--- src/rtl/timer_pkg.sv ---
// Shared timer definitions: prescaler select, TMxCNT_H bit positions, divide lookup.
// Used by the tick scheduler, the timer counters and the MMIO decode.
package timer_pkg;

  localparam int TIMER_PRESC_W   = 10;

  localparam int TMCNT_H_PSEL    = 0;  // two bits wide
  localparam int TMCNT_H_CASCADE = 2;
  localparam int TMCNT_H_IRQEN   = 6;
  localparam int TMCNT_H_ENABLE  = 7;

  typedef enum logic [1:0] {
    PS_1    = 2'd0,
    PS_64   = 2'd1,
    PS_256  = 2'd2,
    PS_1024 = 2'd3
  } prescale_t;

  function automatic logic [TIMER_PRESC_W-1:0] div_minus1(input prescale_t ps);
    logic [TIMER_PRESC_W-1:0] r;
    r = '0;
    case (ps)
      PS_1:    r = TIMER_PRESC_W'(0);
      PS_64:   r = TIMER_PRESC_W'(63);
      PS_256:  r = TIMER_PRESC_W'(255);
      PS_1024: r = TIMER_PRESC_W'(1023);
    endcase
    return r;
  endfunction

endpackage

--- src/rtl/timer_prescaler.sv ---
// Per-timer free-running prescaler; emits presc_tick once every div cycles of counting.
// The divide is looked up from the live psel so a rewrite takes effect immediately.
module timer_prescaler
  import timer_pkg::*;
#(
  parameter int PRESC_W = 10
) (
  input  logic      clock_16,
  input  logic      reset,
  input  logic      enable,
  input  logic      start,
  input  prescale_t psel,
  input  logic      hold,
  output logic      presc_tick
);

  logic [PRESC_W-1:0] cnt_q, cnt_d, lim;
  logic               wrap;

  // Comparing with >= lets a shrink of div below the current count wrap at once.
  always_comb begin
    lim        = PRESC_W'(div_minus1(psel));
    wrap       = (cnt_q >= lim);
    presc_tick = enable & ~start & ~hold & wrap;
    cnt_d      = cnt_q;
    if (!enable || start) begin
      cnt_d = '0;
    end else if (!hold) begin
      cnt_d = wrap ? '0 : cnt_q + 1'b1;
    end
  end

  always_ff @(posedge clock_16) begin
    if (reset) begin
      cnt_q <= '0;
    end else begin
      cnt_q <= cnt_d;
    end
  end

endmodule

--- src/rtl/timer_tick_sched.sv ---
// Tick/load/irq sequencer for the cascaded timers. Build with TIMER_FREEZE_EN to get
// the debug freeze port; without it the block behaves as if freeze were tied low.
module timer_tick_sched
  import timer_pkg::*;
#(
  parameter int NUM_TIMERS = 4,
  parameter int PRESC_W    = 10
) (
  input  logic                       clock_16,
  input  logic                       reset,
  input  logic [NUM_TIMERS-1:0][15:0] tmcnt_h,
  input  logic [NUM_TIMERS-1:0]      overflow,
`ifdef TIMER_FREEZE_EN
  input  logic                       freeze,
`endif
  output logic [NUM_TIMERS-1:0]      tick,
  output logic [NUM_TIMERS-1:0]      load,
  output logic [NUM_TIMERS-1:0]      irq
);

  logic [NUM_TIMERS-1:0] enable, start, presc_tick, casc_tick;
  logic [NUM_TIMERS-1:0] en_q, en_d, ovf_q, ovf_d;
  logic                  frz;

`ifdef TIMER_FREEZE_EN
  assign frz = freeze;
`else
  assign frz = 1'b0;
`endif

  assign start = enable & ~en_q;
  assign load  = start;
  assign en_d  = enable;
  // A frozen chain keeps its pending overflow so nothing is lost across the halt.
  assign ovf_d = frz ? ovf_q : overflow;

  always_ff @(posedge clock_16) begin
    if (reset) begin
      en_q  <= '0;
      ovf_q <= '0;
    end else begin
      en_q  <= en_d;
      ovf_q <= ovf_d;
    end
  end

  for (genvar g = 0; g < NUM_TIMERS; g++) begin : g_tmr
    logic      irq_en, casc_eff, unused_bits;
    prescale_t psel;

    assign enable[g] = tmcnt_h[g][TMCNT_H_ENABLE];
    assign irq_en    = tmcnt_h[g][TMCNT_H_IRQEN];
    assign psel      = prescale_t'(tmcnt_h[g][TMCNT_H_PSEL +: 2]);

    if (g == 0) begin : g_head
      assign casc_eff     = 1'b0;
      assign casc_tick[g] = 1'b0;
      assign unused_bits  = ^{tmcnt_h[g][15:8], tmcnt_h[g][5:2]};
    end else begin : g_chain
      assign casc_eff     = tmcnt_h[g][TMCNT_H_CASCADE];
      assign casc_tick[g] = enable[g] & casc_eff & ovf_q[g-1] & ~start[g] & ~frz;
      assign unused_bits  = ^{tmcnt_h[g][15:8], tmcnt_h[g][5:3]};
    end

    timer_prescaler #(.PRESC_W(PRESC_W)) u_presc (
      .clock_16   (clock_16),
      .reset      (reset),
      .enable     (enable[g] & ~casc_eff),
      .start      (start[g]),
      .psel       (psel),
      .hold       (frz),
      .presc_tick (presc_tick[g])
    );

    assign tick[g] = presc_tick[g] | casc_tick[g];
    // Not gated by enable: an overflow landing on the disable cycle still interrupts.
    assign irq[g]  = ovf_q[g] & irq_en & ~frz;
  end

endmodule
--- config.mk ---
export PLATFORM = sky130hd
export DESIGN_NAME = timer_tick_sched
export DESIGN_NICKNAME = d
export VERILOG_FILES = /design/src/rtl/timer_pkg.sv /design/src/rtl/timer_prescaler.sv /design/src/rtl/timer_tick_sched.sv
export SDC_FILE = /design/constraint.sdc
export NUM_CORES = 1
export LEC_CHECK = 0
export BUFFER_PORTS_ARGS = -buffer_cell sky130_fd_sc_hd__buf_2
export CORE_MARGIN = 1
export CORE_UTILIZATION = 53
export CTS_CLUSTER_SIZE = 24
export DETAILED_ROUTE_END_ITERATION = 16
export PLACE_DENSITY = 0.8
export REMOVE_ABC_BUFFERS = 1
export SETUP_SLACK_MARGIN = 0.02
export SYNTH_ARGS = -nofsm -noshare
export SYNTH_HDL_FRONTEND = slang
export SYNTH_SLANG_ARGS = --single-unit
--- constraint.sdc ---
create_clock -name clock_16 -period 2.55 [get_ports clock_16]
set_clock_uncertainty 0.15 [all_clocks]
set_input_delay 0.255 -clock clock_16 [delete_from_list [all_inputs] [get_ports clock_16]]
set_output_delay 0.255 -clock clock_16 [all_outputs]
set_load 0.03 [all_outputs]
# Word-level counts from Yosys, hierarchy flattened
# Cells that the tools add are included.
# W data, S select, Z words.
[word_totals]
out_inout_bits = 12
mem_bits_ro = 0
latchBits = 0
in_bits = 70
register_bits = 48
word_cells = 82
ram_bits = 0
memories = 0
[op_classes]
eq_ne = 12
div = 0
shift = 0
n_addsub = 4
n_reduce_logical = 16
n_mul = 0
n_lt_le_gt_ge = 4
bitwise = 36
mux = 4
[ops]
columns = ["op", "n"]
rows = [
  ["$pmux W10 S4", 4],
  ["$add A10 B1 Y10 const B", 4],
  ["$ge A10 B10 Y1", 4],
  ["$and A1 B1 Y1", 24],
  ["$eq A2 B2 Y1 const B", 8],
  ["$reduce_or A3 Y1", 4],
  ["$eq A2 B1 Y1 const B", 4],
  ["$logic_not A2 Y1", 4],
  ["$not A1 Y1", 7],
  ["$and A4 B4 Y4", 1],
  ["$logic_not A1 Y1", 4],
  ["$logic_or A1 B1 Y1", 4],
  ["$not A4 Y4", 1],
  ["$or A1 B1 Y1", 3],
]

# Longest topological paths before layout
# Gate-level depths: netlist (run 1).
[logic_depth]
ltp_word = 6
mapped_depth = 9
depth_no_buf = 7

# Modules after synthesis
# A second synthesis (run 1) with hierarchy kept.
[hier_totals]
hier_cells = 328
area_unflattened_um2 = 2891.5
[modules_own_cells]
columns = ["module", "n_inst", "cells_each", "seq_area_each_um2", "area_per_inst_um2"]
rows = [
  ["timer_prescaler", 4, 74, 200.2, 641.9],
  ["timer_tick_sched", 1, 32, 160.2, 324.1],
]

# Worst setup path after synthesis (run 1)
# No wires, ideal clock.
[synth_path]
path_type = "input to output"
startpoint = "input port tmcnt_h[17] (netlist bit)"
endpoint = "output port tick[1]"
required_time_ps = 2145
arrival_ps = 1854
slack_ps = 291
path_stages = 7
path_buffers = 0
cell_sequence = "or2_2 -> inv_1 -> ha_1 -> nand2_1 -> or3_4 -> o211ai_2 -> o2111a_1"
[synth_via]
elab_chain_len = 5
word_cells_on_any_way = 8
cone_classes = "order compare: 1; eq/ne: 3; mux: 1; bitwise: 2; reduce/logical: 1"
[synth_lines]
columns = ["item", "line", "source"]
rows = [
  ["start, declared", "timer_tick_sched.sv:11", "input logic [NUM_TIMERS-1:0][15:0] tmcnt_h,"],
  ["$eq A2 B2 Y1, or another cell as far along", "timer_pkg.sv:22", "case (ps)"],
  ["$pmux W10 S4 *", "timer_pkg.sv:22", ""],
  ["$ge A10 B10 Y1 *", "timer_prescaler.sv:23", "wrap = (cnt_q >= lim);"],
  ["$and A1 B1 Y1 *", "timer_prescaler.sv:24", "presc_tick = enable & ~start & ~hold & wrap;"],
  ["$or A1 B1 Y1 *", "timer_tick_sched.sv:75", "assign tick[g] = presc_tick[g] | casc_tick[g];"],
  ["end, declared", "timer_tick_sched.sv:16", "output logic [NUM_TIMERS-1:0] tick,"],
]
# Every way passes the cells marked *; elsewhere a longest branch is shown, timed or not.

# Final worst setup path (run 1)
[layout_path]
startpoint = "register g_tmr[1].u_presc.cnt_q[8]"
endpoint = "output port tick[1]"
[layout_via]
elab_chain_len = 3
[layout_lines]
columns = ["item", "line", "source"]
rows = [
  ["start, declared", "timer_prescaler.sv:17", "logic [PRESC_W-1:0] cnt_q, cnt_d, lim;"],
  ["start signal, assigned", "timer_prescaler.sv:37", "cnt_q <= cnt_d;"],
  ["$ge A10 B10 Y1", "timer_prescaler.sv:23", ""],
  ["$and A1 B1 Y1", "timer_prescaler.sv:24", ""],
  ["$or A1 B1 Y1", "timer_tick_sched.sv:75", ""],
]
# No other way between the ends.

==> impl_metrics.yaml, run 1 <==
worst_setup_path:
  r2r.worst_path.cells: 5
  cpPeakStageDelay_ns: 0.42
  reg2reg_from: "g_tmr[2].u_presc.cnt_q[3]$_SDFF_PP0_"
  worstPathArrival_ns: 2.04
  critical_path.endpoint_type: "output port"
  setup.worst_path.start_class: "register"
  cpMaxStageDelayCell: "or3_4"
  cp_cell_sequence: "ha_1 > nand4_1 > or3_4 > o211ai_2 > o2111a_1 > buf_6"
  r2r_end: "g_tmr[2].u_presc.cnt_q[8]$_SDFF_PP0_"
  crit_fanout: 3
  critical_path_buf_inv_count: 1
  setup.reg_to_reg.worst_slack_ns: 0.25
  required_time_of_the_worst_setup_path_ns: 2.14
  critical-path-top-delay-family: "simple AND/OR/NAND/NOR gates"
  criticalPathCategory: "reg -> out"
floorplanning:
  die-width_um: 77.9
  start_util_pct: 55.1
  num_io_pins: 82
  floorplan.core_area_um2: 5540
  die_height_um: 77.9
  fp-row-count: 27
  die-area_um2: 6070
yosys:
  synth-seq-area-share_pct: 31.5
  area_of_the_mapped_netlist_um2: 3050
  yosysUniqueCellTypes: 43
  synth.ff_latch_count: 48
  syn_inst: 330
  yosys_warnings: 0
  syn-mean-instance-area_um2: 9.26
placement:
  placement.io_buffers: 36
  placed_cells_incl_taps: 433
  dpl.hpwl_mm: 4.55
  place_congestion: 0.770
drt:
  post_detailed_route_drc_marker_count: 0
  routed_via_density: 5.63
  antenna_nets_post_route: 0
  violation_count_after_the_first_detailed_routing_iteration: 104
  wl_per_cell_um: 13.5
  via_count: 2492
  routed_wl_mm: 6.00
  detail_route.first_pass.iterations: 4
power:
  design_power_total_mw: 1.45
  vdd_drop_max_v: 0.000309
  power.leakage_nw: 1.51
  power_per_cell_area_nw_per_um2: 421
global_route:
  grt_first_pass_wirelength_mm: 10.8
  grt_start_max_net_pins: 15
  grt_pass1_vias: 2445
  gr_ovfl_total: 0
  antenna_found_initial: 0
  groute.usage.overall_pct: 22.1
sta:
  drv_slew: 0
  fmax_mhz: 409
  setup_tns_ns: 0
  period_share_pct: 95.8
  report.final.setup_viol: 0
  slew_headroom_pct: 24.8
  rsz0062_at_grt: "false"
  worstMarginPinSlew_ns: 1.13
  hold_viol: 0
  fin_hold_ws_ns: 0.0121
  layout_min_cycle_time_ns: 2.44
min_path:
  min_to: "ovf_q[3]$_SDFF_PP0_"
  hold_path.class: "in -> reg"
  timing.hold.worst_path_depth: 2
  min_from: "overflow[3]"
finish:
  n_fill_cell: 492
  post_route_cells_drive_above_1_share_pct: 21.0
  postLayoutCoreUtil_pct: 62.2
  stdcell_count: 443
  final_nets: 484
  multiInputGateArea_um2: 1970
  num_antenna_cells: 0
  area_growth_syn_to_fin_pct: 12.9
  seqCellArea_um2: 967
  most-common-layout-cells: "ha_1, dfxtp_1, buf_2, nor3_1, xor2_1"
  layout_commonest_cell: "ha_1"
cts:
  cts-root-buf: "clkbuf_8"
  clkLatencyLatePin_ns: 0.30
  tritoncts.num_buffers: 5
  cts.clk_slew.worst_paths_ns: 0.09
  clock_tree.buffer_depth: 2
  cts_max_level: 2
  cts_tree: "yes"
  cts_sinks: 48
run:
  maxCapViolCount: 0
outcome:
  run_status: "complete, no violations"
==> worst max path at each step <==
| stage | startpoint | to | slack [ns] | cells past startpoint |
|---|---|---|---|---|
| 2_1_floorplan | tmcnt_h[1] | tick[0] | 0.09 | 6 |
| 3_3_place_gp | tmcnt_h[33] | g_tmr[2].u_presc.cnt_q[8]$_SDFF_PP0_ | 0.007 | 8 |
| 3_5_place_dp | tmcnt_h[33] | g_tmr[2].u_presc.cnt_q[8]$_SDFF_PP0_ | -0.08 | 8 |
| 4_1_cts | g_tmr[1].u_presc.cnt_q[7]$_SDFF_PP0_ | tick[1] | 0.03 | 6 |
| 5_1_grt | g_tmr[1].u_presc.cnt_q[8]$_SDFF_PP0_ | tick[1] | 0.02 | 6 |
| 6_report | g_tmr[1].u_presc.cnt_q[8]$_SDFF_PP0_ | tick[1] | 0.11 | 6 |
==> worst reg2reg max path: cells and delay by family, from the launching register on <==
kind / cells / cell delay [ns]
flip-flops: 1 / 0.36
AND/OR/NAND/NOR: 2 / 1.03
adder cells (fa/ha/maj): 1 / 0.32
AO/OA/AOI/OAI: 2 / 0.28
==> state kept, by name (all words and copies together), names as in the netlist <==
name                 flops
g_tmr.u_presc.cnt_q     40
ovf_q                    4
en_q                     4
==> cells by family (layout without fill, tap and decap cells) <==
group / count (synthesis) / after routing / share of synthesized area [%]
AOI/OAI and AO/OA: 37 / 37 / 9.18
and+or+nand+nor: 143 / 143 / 28.0
buffers and inverters: 26 / 67 / 4.14
DFF: 48 / 48 / 31.5
adders and majority gates: 44 / 44 / 18.0
xor gates and xnor gates: 32 / 32 / 9.18
==> synthesized netlist by cell type (all sizes together) <==
master | number | area (um^2)
a2111o | 1 | 11.3
a211o | 3 | 26.3
a211oi | 2 | 15.0
a21o | 2 | 15.0
a21oi | 13 | 65.1
and2 | 5 | 31.3
and2b | 2 | 15.0
and3 | 8 | 50.1
and4 | 2 | 17.5
buf | 8 | 58.8
clkbuf | 4 | 15.0
dfxtp | 48 | 961
ha | 44 | 551
inv | 14 | 52.6
nand2 | 17 | 63.8
nand2b | 7 | 51.3
nand3 | 14 | 70.1
nand3b | 3 | 22.5
nand4 | 13 | 81.3
nor2 | 8 | 30.0
nor2b | 11 | 68.8
nor3 | 30 | 195
nor3b | 2 | 20.0
nor4 | 13 | 81.3
nor4b | 1 | 8.76
o2111a | 2 | 22.5
o2111ai | 1 | 15.0
o211a | 1 | 10.0
o211ai | 6 | 60.1
o21a | 3 | 22.5
o21ai | 2 | 10.0
o31ai | 1 | 7.51
or2 | 5 | 31.3
or3 | 2 | 17.5
xnor2 | 14 | 123
xor2 | 18 | 158
==> metrics by stage <==
step / instance area (um^2) / setup slack, ns
after floorplan: 2980 / 0.0915
after global placement: 3300 / 0.00653
after detailed placement: 3300 / -0.0756
after CTS: 3440 / 0.0250
after global routing: 3450 / 0.0241
final: 3450 / 0.106
==> per-layer routing <==
metal  part of all wire (%)  global-route usage [%]  up-vias
met3                    3.0                    4.12        6
met2                     49                    38.5       35
li1                       -                       -     1272
met5                      0                       0        -
met4                    1.1                    7.41        0
met1                     47                    27.2     1179
==> area by class of cell <==
type,count,area share (%)
clock buffer,6,2.10
clock inverter,2,1.02
inverter,14,1.52
multi-input combinational,256,57.2
sequential,48,28.0
tap,72,2.61
timing repair buffer,45,7.51
==> power by group <==
group | switching [mW] | total (mW) | internal (mW)
clock network | 0.259 | 0.551 | 0.292
registers | 0.00520 | 0.762 | 0.757
logic | 0.0776 | 0.138 | 0.0606
==> timing repair <==
| item | in CTS | in global routing |
|---|---|---|
| pin swaps | 1 | 3 |
| endpoints found under the hold margin | 1 | 0 |
| cloned | 0 | 0 |
| buffers inserted | 1 | 0 |
| gates resized for setup | 2 | 8 |
| hold buffers | 1 | 0 |
| setup endpoints to repair | 1 | 2 |
Note: power is estimated with default switching activity, not from simulation.
==> run 2: changes to the inputs <==
CORE_ASPECT_RATIO = 1.75   (was default)
==> run 2 against run 1 <==
  * Non-clock buffer count stayed put
  * Sequential cell count stayed put
  * Clock-buffer cell count decreased by 1
  * Final cell count rose by 0.68%
  * Sequential share of layout area up 0.13 points
  * Largest cell class unchanged
==> impl_metrics.yaml, run 2 (synthesis gave the netlist of run 1 again) <==
worst_setup_path:
  setup.reg_to_reg.worst_slack_ns: 0.34
  critical-path-top-delay-family: "simple AND/OR/NAND/NOR gates"
  reg2reg_from: "g_tmr[2].u_presc.cnt_q[3]$_SDFF_PP0_"
  cp_cell_sequence: "ha_1 > nand4_1 > or3_4 > o211ai_2 > o2111a_1 > buf_4"
  cpMaxStageDelayCell: "or3_4"
  required_time_of_the_worst_setup_path_ns: 2.14
  worstPathArrival_ns: 2.06
  critical_path.endpoint_type: "output port"
  cpPeakStageDelay_ns: 0.37
  critical_path_buf_inv_count: 1
  r2r.worst_path.cells: 5
  setup.worst_path.start_class: "register"
  crit_fanout: 3
  criticalPathCategory: "reg -> out"
  r2r_end: "g_tmr[2].u_presc.cnt_q[4]$_SDFF_PP0_"
drt:
  detail_route.first_pass.iterations: 4
  wl_per_cell_um: 13.6
  routed_via_density: 5.70
  antenna_nets_post_route: 0
  via_count: 2542
  violation_count_after_the_first_detailed_routing_iteration: 99
  routed_wl_mm: 6.05
  post_detailed_route_drc_marker_count: 0
outcome:
  run_status: "complete, no violations"
power:
  p_int_mw: 1.00
  power.leakage_nw: 1.50
  netSwitchingPower_mw: 0.339
  switching_share_pct: 25.2
  seq_power_share_pct: 56.7
  pwr-share-comb_pct: 10.3
  clkPwrFrac_pct: 32.9
  power_per_cell_area_nw_per_um2: 391
  vdd_drop_max_v: 0.000260
floorplanning:
  floorplan.core_area_um2: 5540
  start_util_pct: 55.1
  die-width_um: 59.4
  die-area_um2: 6080
  fp-row-count: 36
  die_height_um: 102
  num_io_pins: 82
cts:
  cts_tree: "yes"
  clkLatencyLatePin_ns: 0.30
  cts-root-buf: "clkbuf_8"
  clock_tree.buffer_depth: 2
  cts_max_level: 2
  cts.clk_slew.worst_paths_ns: 0.09
  tritoncts.num_buffers: 5
  cts_sinks: 48
global_route:
  antenna_found_initial: 0
  groute.usage.overall_pct: 21.4
  gr_ovfl_total: 0
  grt_start_max_net_pins: 15
  grt_pass1_vias: 2525
  grt_first_pass_wirelength_mm: 10.2
placement:
  placement.io_buffers: 36
  place_congestion: 0.840
  dpl.hpwl_mm: 4.69
finish:
  largest_registers: "g_tmr.u_presc.cnt_q: 40 flops, en_q: 4 flops, ovf_q: 4 flops"
  n_fill_cell: 489
  final_nets: 484
  largest_register: "g_tmr.u_presc.cnt_q"
  layout_commonest_cell: "ha_1"
  num_antenna_cells: 0
  area_growth_syn_to_fin_pct: 12.4
  postLayoutCoreUtil_pct: 61.9
  most-common-layout-cells: "ha_1, dfxtp_1, buf_2, nor3_1, xor2_1"
  post_route_cells_drive_above_1_share_pct: 21.4
  largest_register_ffs: 40
sta:
  rsz0062_at_grt: "false"
  worstMarginPinSlew_ns: 1.05
  fmax_mhz: 406
  period_share_pct: 96.5
  slew_headroom_pct: 29.5
  layout_min_cycle_time_ns: 2.46
  setup_tns_ns: 0
  drv_slew: 0
  hold_viol: 0
  report.final.setup_viol: 0
min_path:
  min_from: "overflow[1]"
  timing.hold.worst_path_depth: 2
  hold_path.class: "in -> reg"
  min_to: "ovf_q[1]$_SDFF_PP0_"
run:
  maxCapViolCount: 0
==> run 2: changes by cell type in the layout (fill, tap and decap cells not counted), sizes merged <==
cell      change
bufinv        -1
clkbuf        -1
clkinvlp      +1
==> run 2: timing repair <==
action	in CTS	in global routing
pin swaps	2	4
buffers inserted	0	1
hold buffers	1	0
hold endpoints to repair	1	0
setup endpoints to repair	2	2
gates resized for setup	2	8
==> run 2: final cells by class <==
| type | count | area [um^2] | share of cell area (%) |
|---|---|---|---|
| Tap cell | 76 | 95.1 | 2.77 |
| Sequential cell | 48 | 967 | 28.2 |
| Clock buffer | 5 | 68.8 | 2.01 |
| Timing Repair Buffer | 45 | 255 | 7.44 |
| Inverter | 14 | 52.6 | 1.53 |
| Clock inverter | 2 | 12.5 | 0.365 |
| Multi-Input combinational cell | 256 | 1980 | 57.7 |
==> run 2: power by group through the flow <==
stage          Clock [mW]  Sequential (mW)  Combinational, mW
2_1_floorplan           0            0.779             0.0862
3_3_place_gp            0            0.779              0.128
3_5_place_dp            0            0.780              0.134
4_1_cts             0.456            0.762              0.136
5_1_grt             0.478            0.763              0.155
6_report            0.442            0.762              0.138
==> run 2: worst max-delay path by stage <==
stage / from / endpoint / cells past startpoint
final: g_tmr[1].u_presc.cnt_q[8]$_SDFF_PP0_ / tick[1] / 6
after global routing: tmcnt_h[49] / tick[3] / 9
after CTS: g_tmr[3].u_presc.cnt_q[6]$_SDFF_PP0_ / tick[3] / 6
after detailed placement: tmcnt_h[33] / g_tmr[2].u_presc.cnt_q[8]$_SDFF_PP0_ / 8
after global placement: tmcnt_h[33] / g_tmr[2].u_presc.cnt_q[9]$_SDFF_PP0_ / 8
after floorplan: tmcnt_h[1] / tick[0] / 6
==> run 2: routing by layer <==
layer / track usage, % / part of all wire (%) / vias to the layer above
met2: 40.9 / 56 / 61
met5: 0 / 0 / -
li1: - / - / 1270
met3: 3.16 / 2.9 / 8
met4: 9.71 / 1.6 / 0
met1: 22.0 / 40 / 1203
==> run 2: stage by stage <==
stage	area (um^2)	power, mW	setup slack [ns]	hold slack (ns)	std cells
floorplan	2980	0.865	0.0915	0.177	318
global placement	3310	0.907	0.0433	0.311	437
detailed placement	3310	0.914	0.00746	0.316	437
CTS	3400	1.35	0.00775	0.000222	445
global route	3430	1.40	0.0153	0.00312	446
finish	3430	1.34	0.0893	0.00811	446
